`src/rtl/instruction_sequencer.sv`:
```
// Issue stage for the tensor-core cpu: buffers host instructions, issues one word per clock,
// pads with NOPs during OPERATE stalls or when starved, and queues READ results for the host.
module instruction_sequencer #(
  parameter int unsigned DEPTH         = 16,
  parameter int unsigned BUS_WIDTH     = 8,
  parameter int unsigned OPERATE_STALL = 4,
  parameter int unsigned RESULT_DEPTH  = 2
) (
  input  logic                   clock_in,
  input  logic                   reset_n_in,
  input  logic                   instr_valid_in,
  input  logic [15:0]            instr_data_in,
  output logic                   instr_ready_out,
  output logic [15:0]            current_instruction_out,
  input  logic [BUS_WIDTH-1:0]   cpu_output_in,
  output logic                   result_valid_out,
  output logic [BUS_WIDTH-1:0]   result_data_out,
  input  logic                   result_ready_in,
  output logic                   busy_out,
  output logic [$clog2(DEPTH):0] fifo_level_out
);

  localparam int unsigned AW  = $clog2(DEPTH);
  localparam int unsigned RAW = (RESULT_DEPTH > 1) ? $clog2(RESULT_DEPTH) : 1;
  localparam int unsigned RCW = $clog2(RESULT_DEPTH + 1);
  localparam int unsigned SCW = (OPERATE_STALL > 0) ? $clog2(OPERATE_STALL + 1) : 1;
  localparam logic [15:0] Nop = 16'h0008;

  typedef enum logic {StIdle, StStall} state_e;

  logic [15:0]          imem_q [DEPTH];
  logic [AW-1:0]        iwr_q, iwr_d, ird_q, ird_d;
  logic [AW:0]          icnt_q, icnt_d;
  logic [BUS_WIDTH-1:0] rmem_q [RESULT_DEPTH];
  logic [RAW-1:0]       rwr_q, rwr_d, rrd_q, rrd_d;
  logic [RCW-1:0]       rcnt_q, rcnt_d;
  state_e               state_q, state_d;
  logic [SCW-1:0]       stall_q, stall_d;
  logic [15:0]          instr_q, instr_d;

  logic [15:0] head;
  logic        i_push, i_pop, i_empty, i_full;
  logic        r_push, r_pop;
  logic        head_is_read, head_is_op, read_in_flight, read_ok;
  logic [RCW:0] r_occ;

  function automatic logic [RAW-1:0] r_inc(input logic [RAW-1:0] p);
    return (p == RAW'(RESULT_DEPTH - 1)) ? '0 : p + RAW'(1);
  endfunction

  assign head           = imem_q[ird_q];
  assign i_empty        = (icnt_q == '0);
  assign i_full         = (icnt_q == (AW + 1)'(DEPTH));
  assign head_is_read   = (head[3:0] == 4'b0000);
  assign head_is_op     = (head[1:0] == 2'b10);
  assign read_in_flight = (instr_q[3:0] == 4'b0000);

  assign r_pop  = (rcnt_q != '0) && result_ready_in;
  assign r_push = read_in_flight;

  // A READ may only issue if its result slot is guaranteed free at capture time.
  assign r_occ   = {1'b0, rcnt_q} + (RCW + 1)'(read_in_flight) - (RCW + 1)'(r_pop);
  assign read_ok = (r_occ < (RCW + 1)'(RESULT_DEPTH));

  assign i_pop           = (state_q == StIdle) && !i_empty && (!head_is_read || read_ok);
  assign instr_ready_out = !i_full || i_pop;
  assign i_push          = instr_valid_in && instr_ready_out;

  always_comb begin
    iwr_d  = iwr_q;
    ird_d  = ird_q;
    icnt_d = icnt_q;
    rwr_d  = rwr_q;
    rrd_d  = rrd_q;
    rcnt_d = rcnt_q;
    if (i_push) iwr_d = iwr_q + AW'(1);
    if (i_pop)  ird_d = ird_q + AW'(1);
    if (i_push && !i_pop)      icnt_d = icnt_q + (AW + 1)'(1);
    else if (!i_push && i_pop) icnt_d = icnt_q - (AW + 1)'(1);
    if (r_push) rwr_d = r_inc(rwr_q);
    if (r_pop)  rrd_d = r_inc(rrd_q);
    if (r_push && !r_pop)      rcnt_d = rcnt_q + RCW'(1);
    else if (!r_push && r_pop) rcnt_d = rcnt_q - RCW'(1);
  end

  always_comb begin
    state_d = state_q;
    stall_d = stall_q;
    instr_d = Nop;
    unique case (state_q)
      StIdle: begin
        if (i_pop) begin
          instr_d = head;
          // cpu start is level-sensitive, so an OPERATE must be followed by NOPs
          if (head_is_op && (OPERATE_STALL > 0)) begin
            state_d = StStall;
            stall_d = SCW'(OPERATE_STALL);
          end
        end
      end
      StStall: begin
        stall_d = stall_q - SCW'(1);
        if (stall_q == SCW'(1)) state_d = StIdle;
      end
      default: state_d = StIdle;
    endcase
  end

  always_ff @(posedge clock_in or negedge reset_n_in) begin
    if (!reset_n_in) begin
      iwr_q   <= '0;
      ird_q   <= '0;
      icnt_q  <= '0;
      rwr_q   <= '0;
      rrd_q   <= '0;
      rcnt_q  <= '0;
      state_q <= StIdle;
      stall_q <= '0;
      instr_q <= Nop;
    end else begin
      iwr_q   <= iwr_d;
      ird_q   <= ird_d;
      icnt_q  <= icnt_d;
      rwr_q   <= rwr_d;
      rrd_q   <= rrd_d;
      rcnt_q  <= rcnt_d;
      state_q <= state_d;
      stall_q <= stall_d;
      instr_q <= instr_d;
    end
  end

  // Storage needs no reset: entries are only read while the occupancy count covers them.
  always_ff @(posedge clock_in) begin
    if (i_push) imem_q[iwr_q] <= instr_data_in;
    if (r_push) rmem_q[rwr_q] <= cpu_output_in;
  end

  assign current_instruction_out = instr_q;
  assign result_valid_out        = (rcnt_q != '0);
  assign result_data_out         = rmem_q[rrd_q];
  assign busy_out                = !i_empty || (state_q != StIdle) || read_in_flight;
  assign fifo_level_out          = icnt_q;

endmodule

```
`config.mk`:
```
export PLATFORM = sky130hd
export DESIGN_NAME = instruction_sequencer
export DESIGN_NICKNAME = d
export VERILOG_FILES = /design/src/rtl/instruction_sequencer.sv
export SDC_FILE = /design/constraint.sdc
export NUM_CORES = 1
export LEC_CHECK = 0
export BUFFER_PORTS_ARGS = -buffer_cell sky130_fd_sc_hd__buf_2
export CAP_MARGIN = 40
export CORE_MARGIN = 5
export CORE_UTILIZATION = 40
export DETAILED_ROUTE_END_ITERATION = 8
export PLACE_DENSITY = 0.56
export SLEW_MARGIN = 30
export SYNTH_ARGS = -nofsm -noshare
export SYNTH_HDL_FRONTEND = slang
export SYNTH_SLANG_ARGS = --single-unit
```
`constraint.sdc`:
```
create_clock -name clock_in -period 6.3 [get_ports clock_in]
set_input_delay 1.26 -clock clock_in [delete_from_list [all_inputs] [get_ports clock_in]]
set_output_delay 1.26 -clock clock_in [all_outputs]
set_load 0.02 [all_outputs]
```
==> run_results.csv <==
group,metric,value,unit
status,outcome,"complete, no violations",
critical_path,crit_path_frequent_cell,"buf_4",
synthesis,most_used_standard_cell_by_instance_count_after_synthesis,"edfxtp_1",
critical_path,critical_path_buf_inv_count,3,
route,routed_via_density,5.38,
floorplan,chipHeight,185,um
clock_tree,cts_resized,0,
timing,setup_tns,0,ns
critical_path,cp_top_delay_family,"buffers and inverters",
synthesis,synth.cell_area,12300,um2
timing,max_slew_margin,41.5,%
finish,design.final.nets,733,
timing,rsz0062_at_grt,"no",
clock_tree,tritoncts,"done",
placed_design,post-dp-hpwl,17.4,mm
pwr,power.share.sequential,41.0,%
timing,timing_max_transition_violations_final,0,
synthesis,yosys_most_used_dff,"edfxtp_1",
synthesis,proportion_of_synthesized_chip_area_in_sequential_cells,73.9,%
clock_tree,clk_lat_worst_skew,0.50,ns
timing,worst_slew_pin_slew,0.878,ns
route,wl_per_cell,24.0,um
flow_run,maxcap_violations,0,
finish,regArea,9100,um2
timing,hold_violations,0,
floorplan,initial_utilization,40.4,%
route,detailroute.via_count,5985,
synthesis,synth_async_sr_flop_share,12.0,%
synthesis,yosys_warnings,0,
pwr,power_density,474,nW/um2
finish,finish.utilization,46.9,%
grt,grt_pass1_wl,40.1,mm
clock_tree,numCtsBuffers,34,
clock_tree,clk_pin_slew_worst_paths,0.06,ns
synthesis,postSynthRegisterBits,309,
floorplan,coreArea,30500,um2
synthesis,synth_largest_type_area_fraction,66.3,%
pwr,p_switching,2.14,mW
synthesis,synth_nets,664,
pwr,sw_frac_of_total,31.6,%
pwr,vdd_drop_max,0.208,mV
route,detail_route.wirelength,26.7,mm
finish,num-fill-cells,2513,
synthesis,synth.top_cells.by_count,"272 x edfxtp_1, 66 x mux4_2, 36 x dfrtp_1",
critical_path,crit_path_cells,"buf_4, mux4_2, a22oi_1, nand4_2, o21ai_4, buf_4, nand2_1, buf_2",
pwr,portion_of_total_power_attributed_to_the_clock_network,29.2,%
clock_tree,cts.htree.levels,2,
floorplan,ios,60,
pwr,part_of_the_total_power_dissipated_in_combinational_logic,29.9,%
timing,holdWs,0.491,ns
route,drt-initial-drc-count,394,
grt,maximum_number_of_pins_on_one_net_before_global_route_repair,38,
synthesis,syn-mean-instance-area,19.8,um2
clock_tree,clock_sink_count,309,
finish,syn2layout_area_growth,16.2,%
synthesis,netlist-cell-type-count,51,
clock_tree,maximum_root_to_sink_buffer_count,3,
route,drc,0,
synthesis,post-synth-top-area-cell,"edfxtp_1",
synthesis,synth_edf_count,272,
min_path,min-delay-path-class,"flip-flop to flip-flop",
pwr,p_int,4.63,mW
finish,antennaDiodeCount,0,
timing,timing.final.crit_period,5.18,ns
floorplan,die_w,185,um
synthesis,postSynthCellCount,623,
grt,grt_overflow,0,
timing,maxClockFrequency,0.193,GHz
pwr,totalPowerFinal,6.78,mW
critical_path,crit_type,"flip-flop to output port",
critical_path,cp_slowest_cell,"dfrtp_2",
critical_path,critPathRequiredTime,5.04,ns
finish,multi_input_combinational_cell_area,3170,um2
timing,fin_skew,0.0169,ns
route,postRouteAntennaNets,0,
placed_design,placement.io_buffers,59,
finish,post_route_cells_drive_above_1_share,31.8,%
critical_path,critical_path.max_fanout,33,
floorplan,area_of_the_die,34400,um2
route,drt-pass1-iter-count,4,
critical_path,worst_setup_path_start_kind,"flip-flop",
grt,number_of_global_route_vias_before_repair,6314,
timing,setup_violations,0,
clock_tree,cts-hold-fix-buffers,0,
grt,grt_usage,15.8,%
critical_path,critical_path.max_stage_delay,0.73,ns
floorplan,num_rows,64,
clock_tree,postCtsSetupRepairBufs,0,
clock_tree,clock-root-buffer,"clkbuf_16",
grt,antenna_found_initial,0,
pwr,static-leakage-power,4.82,nW
synthesis,netlist_top_cells_area,"edfxtp_1 66%, mux4_2 12%, dfrtp_1 7.3%, mux2i_1 1.2%, ha_1 1.1%",
timing,final_min_period_over_clock_period,82.2,%
critical_path,endpoint_kind,"output port",
placed_design,finalWeightedCongestion,0.773,
critical_path,worst_ep_arrival_time,3.92,ns
==> power groups by stage <==
stage	sequential (mW)	clock, mW	combinational (mW)
after floorplan	2.72	0	1.49
after global placement	2.81	0	1.99
after detailed placement	2.83	0	2.06
after CTS	2.79	2.02	2.07
after global routing	2.81	2.11	2.18
final	2.78	1.98	2.02
==> cell usage in the layout (no fill, tap or decap), types with 3 or more instances in the layout <==
cell type  count
o21ai_0        8
clkbuf_8       5
dfrtp_1       34
mux2i_1       15
or3_1          4
nor2b_1       15
clkinv_2      10
buf_2         59
bufinv_16      3
a21oi_1        7
mux4_1         4
mux4_2        66
ha_1          11
and2_1         3
xnor2_1       12
nand2_1       32
clkinv_4       3
nor2_1        13
inv_1         13
nand3_1        7
edfxtp_1     272
mux2_2        11
a21oi_4       16
a221oi_1       6
buf_4          7
clkbuf_16     35
==> cells by family (layout without fill, tap and decap cells) <==
kind of cell / after synthesis / count (layout) / share of synthesized area, %
flops: 309 / 309 / 73.9
mux: 96 / 96 / 15.2
compound gates: 61 / 61 / 3.35
buf+inv: 47 / 141 / 1.92
xor+xnor: 14 / 14 / 0.996
fa+ha+maj: 13 / 13 / 1.44
simple gates: 83 / 83 / 3.27
==> metal layers <==
| metal | vias up | global-route usage (%) | wire length [um] |
|---|---|---|---|
| li1 | 2647 | - | - |
| met1 | 3143 | 20.5 | 10900 |
| met2 | 158 | 27.2 | 13700 |
| met3 | 37 | 2.74 | 1400 |
| met4 | 0 | 5.40 | 790 |
| met5 | - | 0 | 0 |
==> final timing paths <==
| path | start | cells after the start | endpoint | slack [ns] |
|---|---|---|---|---|
| setup / recovery | ird_q[1]$_DFFE_PN0N_ | 8 | instr_ready_out | 1.12 |
| hold / removal | rwr_q$_DFFE_PN0N_ | 1 | rwr_q$_DFFE_PN0N_ | 0.49 |
| setup reg to reg | ird_q[1]$_DFFE_PN0N_ | 15 | fifo_level_out[4]$_DFFE_PN0P_ | 1.44 |
| hold reg to reg | rwr_q$_DFFE_PN0N_ | 1 | rwr_q$_DFFE_PN0N_ | 0.49 |
| max in group asynchronous | reset_n_in | 2 | current_instruction_out[3]$_DFF_PN1_ | 4.89 |
| min in group asynchronous | reset_n_in | 1 | current_instruction_out[15]$_DFF_PN0_ | 0.63 |
==> area by class of cell <==
class | instances | share of cell area [%]
clock buffers | 41 | 6.63
clock inverters | 20 | 1.36
inverters | 14 | 0.367
multi-input cells | 267 | 22.2
flip-flops and latches | 309 | 63.6
well taps | 396 | 3.46
repair buffers | 66 | 2.43
==> stage by stage <==
| step | instance area, um2 | worst slack, ns | cells |
|---|---|---|---|
| after floorplan | 12300 | 2.06 | 623 |
| after global placement | 13000 | 1.52 | 1052 |
| after detailed placement | 13200 | 1.23 | 1052 |
| after CTS | 14300 | 1.03 | 1113 |
| after global routing | 14300 | 0.873 | 1113 |
| final | 14300 | 1.12 | 1113 |
==> registers in the layout (all words and copies together), names as in the netlist <==
register	count
rmem_q	16
stall_q	3
ird_q	4
rwr_q	1
state_q	1
rcnt_q	2
current_instruction_out	16
imem_q	256
rrd_q	1
iwr_q	4
fifo_level_out	5
No activity file was read; power rests on OpenSTA's default activity.
